==> src/rtl/tl_arbiter_fsm.sv <==
// Transaction-layer output mux control: one-hot FSM plus round-robin arbiter.
// Drives mux state/idx/req, FIFO pop strobes and the latched threshold.
//
// Ports:
//   clk, reset_L       - clock (posedge), async active-low reset
//   init               - enter/stay in INIT
//   umbral_in          - threshold sampled while in INIT
//   empty[NUM_Q]       - per-FIFO empty flags
//   af_out             - downstream almost-full (back-pressure)
//   state[4]           - one-hot RESET/INIT/IDLE/ACTIVE
//   idx, req, pop      - granted queue, mux capture request, FIFO pop strobe
//   umbral_out         - latched threshold to the FIFOs
//   idle_out           - IDLE with all FIFOs empty
module tl_arbiter_fsm #(
    parameter int NUM_Q = 5,
    parameter int IDX_W = 3,
    parameter int THR_W = 3
) (
    input  logic             clk,
    input  logic             reset_L,
    input  logic             init,
    input  logic [THR_W-1:0] umbral_in,
    input  logic [NUM_Q-1:0] empty,
    input  logic             af_out,
    output logic [3:0]       state,
    output logic [IDX_W-1:0] idx,
    output logic             req,
    output logic [NUM_Q-1:0] pop,
    output logic [THR_W-1:0] umbral_out,
    output logic             idle_out
);

    typedef enum logic [3:0] {
        ST_RESET  = 4'b0001,
        ST_INIT   = 4'b0010,
        ST_IDLE   = 4'b0100,
        ST_ACTIVE = 4'b1000
    } state_t;

    state_t           r_state;
    state_t           w_state_nxt;
    logic [IDX_W-1:0] r_idx;
    logic [IDX_W-1:0] w_idx_nxt;
    logic [IDX_W-1:0] r_last;
    logic [IDX_W-1:0] w_last_nxt;
    logic             r_req;
    logic             w_req_nxt;
    logic [NUM_Q-1:0] r_pop;
    logic [NUM_Q-1:0] w_pop_nxt;
    logic [THR_W-1:0] r_umbral;
    logic [THR_W-1:0] w_umbral_nxt;
    logic             r_idle;
    logic             w_idle_nxt;

    logic [NUM_Q-1:0] w_elig;
    logic             w_found;
    logic [IDX_W-1:0] w_grant;
    logic [IDX_W:0]   w_cand;

    // A queue popped last cycle still shows its old empty flag, so it
    // is masked out for one cycle to avoid popping an empty FIFO.
    assign w_elig = ~empty & ~r_pop;

    // Round-robin search starting just after the last granted queue.
    always_comb begin
        w_found = 1'b0;
        w_grant = r_last;
        w_cand  = '0;
        for (int k = 1; k <= NUM_Q; k++) begin
            w_cand = {1'b0, r_last} + (IDX_W+1)'(k);
            if (w_cand >= (IDX_W+1)'(NUM_Q))
                w_cand = w_cand - (IDX_W+1)'(NUM_Q);
            if (!w_found && w_elig[w_cand[IDX_W-1:0]]) begin
                w_found = 1'b1;
                w_grant = w_cand[IDX_W-1:0];
            end
        end
    end

    always_comb begin
        w_state_nxt  = r_state;
        w_idx_nxt    = r_idx;
        w_last_nxt   = r_last;
        w_req_nxt    = 1'b0;
        w_pop_nxt    = '0;
        w_umbral_nxt = r_umbral;
        w_idle_nxt   = 1'b0;
        unique case (r_state)
            ST_RESET: w_state_nxt = ST_INIT;
            ST_INIT: begin
                w_umbral_nxt = umbral_in;
                if (!init)
                    w_state_nxt = ST_IDLE;
            end
            ST_IDLE: begin
                if (init) begin
                    w_state_nxt = ST_INIT;
                end else if (af_out) begin
                    w_state_nxt = ST_ACTIVE;
                end else if (w_found) begin
                    w_idx_nxt          = w_grant;
                    w_last_nxt         = w_grant;
                    w_req_nxt          = 1'b1;
                    w_pop_nxt[w_grant] = 1'b1;
                end
            end
            ST_ACTIVE: begin
                if (init)
                    w_state_nxt = ST_INIT;
                else if (!af_out)
                    w_state_nxt = ST_IDLE;
            end
            default: w_state_nxt = ST_RESET;
        endcase
        w_idle_nxt = (w_state_nxt == ST_IDLE) && !w_req_nxt && (&empty);
    end

    always_ff @(posedge clk or negedge reset_L) begin
        if (!reset_L) begin
            r_state  <= ST_RESET;
            r_idx    <= '0;
            r_last   <= IDX_W'(NUM_Q-1);
            r_req    <= 1'b0;
            r_pop    <= '0;
            r_umbral <= '0;
            r_idle   <= 1'b0;
        end else begin
            r_state  <= w_state_nxt;
            r_idx    <= w_idx_nxt;
            r_last   <= w_last_nxt;
            r_req    <= w_req_nxt;
            r_pop    <= w_pop_nxt;
            r_umbral <= w_umbral_nxt;
            r_idle   <= w_idle_nxt;
        end
    end

    assign state      = r_state;
    assign idx        = r_idx;
    assign req        = r_req;
    assign pop        = r_pop;
    assign umbral_out = r_umbral;
    assign idle_out   = r_idle;

endmodule

==> config.mk <==
export PLATFORM = sky130hd
export DESIGN_NAME = tl_arbiter_fsm
export DESIGN_NICKNAME = d
export VERILOG_FILES = /design/src/rtl/tl_arbiter_fsm.sv
export SDC_FILE = /design/constraint.sdc
export NUM_CORES = 1
export LEC_CHECK = 0
export ABC_AREA = 1
export ABC_CLOCK_PERIOD_IN_PS = 4700
export BUFFER_PORTS_ARGS = -buffer_cell sky130_fd_sc_hd__buf_2
export CAP_MARGIN = 0
export CORE_MARGIN = 5
export CORE_UTILIZATION = 30
export DETAILED_ROUTE_END_ITERATION = 7
export GPL_TIMING_DRIVEN = 0
export PLACE_DENSITY = 0.49
export SLEW_MARGIN = 20
export SYNTH_ARGS = -nofsm -noshare
export SYNTH_HDL_FRONTEND = slang
export SYNTH_SLANG_ARGS = --single-unit
export TNS_END_PERCENT = 10
==> constraint.sdc <==
create_clock -name clk -period 4.7 [get_ports clk]
set_input_delay 0.235 -clock clk [delete_from_list [all_inputs] [get_ports clk]]
set_output_delay 0.235 -clock clk [all_outputs]
set_load 0.02 [all_outputs]
==> key figures <==
Hold path
  – Min-delay worst type: input pin to flip-flop
  – Worst Hold End: state[2]
  – Hold path depth: 2
  – Source of the worst hold timing path: init

Placement
  – Hpwl dp: ~4200 um
  – IO Port Bufs: 28
  – Pre-CTS setup slack: between 1 and 1.5 ns
  – Placed Instances: between 300 and 400
  – GPL Wtd Cong: 0.833

Critical path
  – Worst R2R End: idx[0]
  – Reg2Reg Depth: 19
  – Critical path type: flip-flop to flip-flop
  – CP max FO: 10
  – Critical path, cell by cell: buf_6 > inv_4 > ha_1 > inv_1 > fa_1 > inv_2 > nand2_1 > o21ai_0 > nand3_1 > nand2_1 > nand2_1 > nand2_2 > nand3_2 > nor2_4 > nand3_1 > nand2_1 > inv_2 > nand2_2 > nand2_1
  – Worst setup EP type: flip-flop
  – CP max stage cell: dfrtp_1
  – CP peak stage delay: about 0.43 ns
  – Reg2Reg Setup Slack: roughly 1.5 ns
  – Crit path max-delay family: simple AND/OR/NAND/NOR gates
  – Reg-to-Reg Start: idx[0]
  – Worst path bufs/invs: 5
  – Worst Path Arrival: 3.38 ns
  – Cell mode on critical path: nand2_1
  – Critical Path RT: slightly below 5 ns
  – CP startpoint kind: flip-flop

Logic synthesis
  – Synthesized area: about 1900 um2
  – Register bit total from synthesis: 18
  – Synth Area per Inst: 6.51 um2
  – Most used flip-flop cell after synthesis: dfrtp_1
  – Yosys warns: 0
  – Synth Net Count: 315
  – Syn Inst Count: a little under 300
  – Synth cell types: 34
  – EDFF count, synth: 0
  – Seq/Total Area, Yosys: about a quarter
  – Async SR Flop Fraction: 100%

CTS
  – Worst-path clk slew: 0.07 ns
  – Sink Count: 18
  – CTS Root Cell: clkbuf_8
  – Post-CTS sizing: 0
  – H-tree depth: 1
  – CTS buffer count: 3
  – Clock tree buffer depth: 2
  – Worst skew pair latency: 0.25 ns
  – CTS tree: built

Drt
  – Antenna Nets Post-Route: 0
  – Initial DRC Count: between 90 and 100
  – Via count: approximately 1900
  – Drc violations: 0
  – WL/cell: 12.4 um
  – Initial DRT Pass Iterations: 4
  – Vias per cell: between 4 and 5
  – Final wirelength: between 4000 and 5000 um

Timing
  – Final hold viol count: 0
  – Measured slew at the worst slew-check pin: 0.493 ns
  – Slew margin rel.: between 60% and 70%
  – RSZ-0062 raised after global routing: false
  – Fin crit share: roughly 70%
  – Final setup viols: 0
  – Setup ws final: 1.46 ns
  – Final min period: about 3.2 ns
  – Slew Viols, Final: 0
  – Fmax: between 300 and 400 MHz
  – Setup_tns: 0 ns
  – Worst Clk Skew: roughly 0.0059 ns

GRT
  – Gr usage total: 13.4%
  – Vias in the first global route: about 1800
  – Antenna violations before repair: 0
  – Global-route wire length before repair: around 8500 um
  – Gr ovfl total: 0
  – Largest net degree at the start of global routing: 19

Power and ir drop
  – Worst IR drop on VDD: approximately 0.30 mV
  – Pwr Density: 835 nW/um2
  – Leak pwr: 1.19 nW

Floorplanning
  – I/O pin total: 29
  – Die width: about 90 um
  – Rows: 29
  – Die area: ~8000 um2
  – Core area: approximately 6200 um2
  – Die Span Y: around 90 um
  – Starting Density: between 30 and 40%

Finish
  – Layout net count: between 300 and 400
  – Layout cells sized above 1: about a quarter
  – Commonest non-fill, non-tap cells in the layout: nand2_1 (86), nand3_1 (43), inv_1 (34)
  – P&R area growth vs syn: 15.9%
  – Share of the core filled with cells: a little over a third
  – Most common cell after layout, fill and taps aside: nand2_1
  – Final Instance Count excl. Fillers: about 400
  – ANT cells: 0

Run status
  – Status: complete, no violations

Job
  – Max Cap Violations: 0
per-layer routing:
metal / up-vias / GRT usage, % / wire, um
met5: - / 0 / 0
met4: 0 / 2.44 / 29
met3: 4 / 1.37 / 206
met2: 37 / 22.2 / 2320
met1: 883 / 19.0 / 2440
li1: 1014 / - / -
cell usage after synthesis (2+ instances only):
master | instances | area share [%]
nand2_1 | 86 | 17
nand3_1 | 43 | 11
inv_1 | 34 | 6.7
nor2_1 | 20 | 3.9
dfrtp_1 | 16 | 21
nand2_2 | 14 | 4.6
ha_1 | 10 | 6.6
nand3_2 | 9 | 4.7
nand4_1 | 8 | 2.6
o21ai_1 | 7 | 1.8
inv_2 | 6 | 1.2
o21ai_0 | 6 | 1.6
a21oi_1 | 4 | 1.1
nor3_1 | 3 | 0.79
buf_4 | 2 | 0.79
buf_6 | 2 | 1.2
dfstp_2 | 2 | 2.8
nand2_4 | 2 | 1.2
o211ai_1 | 2 | 0.79
o21ai_2 | 2 | 0.92
worst reg2reg max path, stage by stage (launching register included):
cell	delay, ns
dfrtp_1	0.43
buf_6	0.17
inv_4	0.13
ha_1	0.17
inv_1	0.06
fa_1	0.37
inv_2	0.10
nand2_1	0.10
o21ai_0	0.33
nand3_1	0.15
nand2_1	0.08
nand2_1	0.06
nand2_2	0.15
nand3_2	0.14
nor2_4	0.15
nand3_1	0.09
nand2_1	0.16
inv_2	0.11
nand2_2	0.10
nand2_1	0.07
report_power, final:
part           leakage [nW]  internal, W  switching [W]  total (W)
Clock                0.0288    0.0000744      0.0000518   0.000126
Sequential            0.237     0.000197      0.0000439   0.000241
Combinational         0.922     0.000474       0.000997    0.00147
worst max-delay path by stage:
| stage | start | depth (start not counted) | endpoint |
|---|---|---|---|
| 5_1_grt | idx[1] | 18 | idx[0] |
| 3_3_place_gp | idx[1] | 17 | idx[0] |
| 2_1_floorplan | idx[0] | 21 | pop[0] |
| 4_1_cts | idx[1] | 18 | idx[0] |
| 6_report | idx[0] | 19 | idx[0] |
| 3_5_place_dp | idx[1] | 18 | idx[0] |
metrics by stage:
stage	total power [W]	cell area (um2)	hold slack, ns
after floorplan	0.00141	1900	-0.0606
after global placement	0.00172	2140	0.187
after detailed placement	0.00171	2140	0.188
after CTS	0.00184	2200	0.163
after global routing	0.00208	2200	0.167
final	0.00184	2200	0.166
flip-flops by register name, summed over array words and instances, names as in the netlist:
register,flops
idle_out,1
idx,3
pop,5
r_last,1
req,1
state,4
umbral_out,3
kinds of logic after synthesis:
logic type	Yosys count	synth area share (%)
compound gates	22	7.04
fa+ha+maj	11	7.64
xor+xnor	2	0.922
simple gates	192	49.9
flops	18	23.8
buf+inv	47	10.7
area by class of cell:
cell class | instances | area, um2
inverters | 42 | 160
multi-input cells | 227 | 1240
repair buffers | 29 | 150
plain buffers | 5 | 42.5
well taps | 77 | 96.3
flip-flops and latches | 18 | 453
clock buffers | 4 | 55.1
fillers | 686 | 4040
timing repair:
item,CTS,global route
buffers inserted,0,0
hold endpoints to repair,16,0
hold buffers,1,0
No activity file was read; power rests on OpenSTA's default activity.
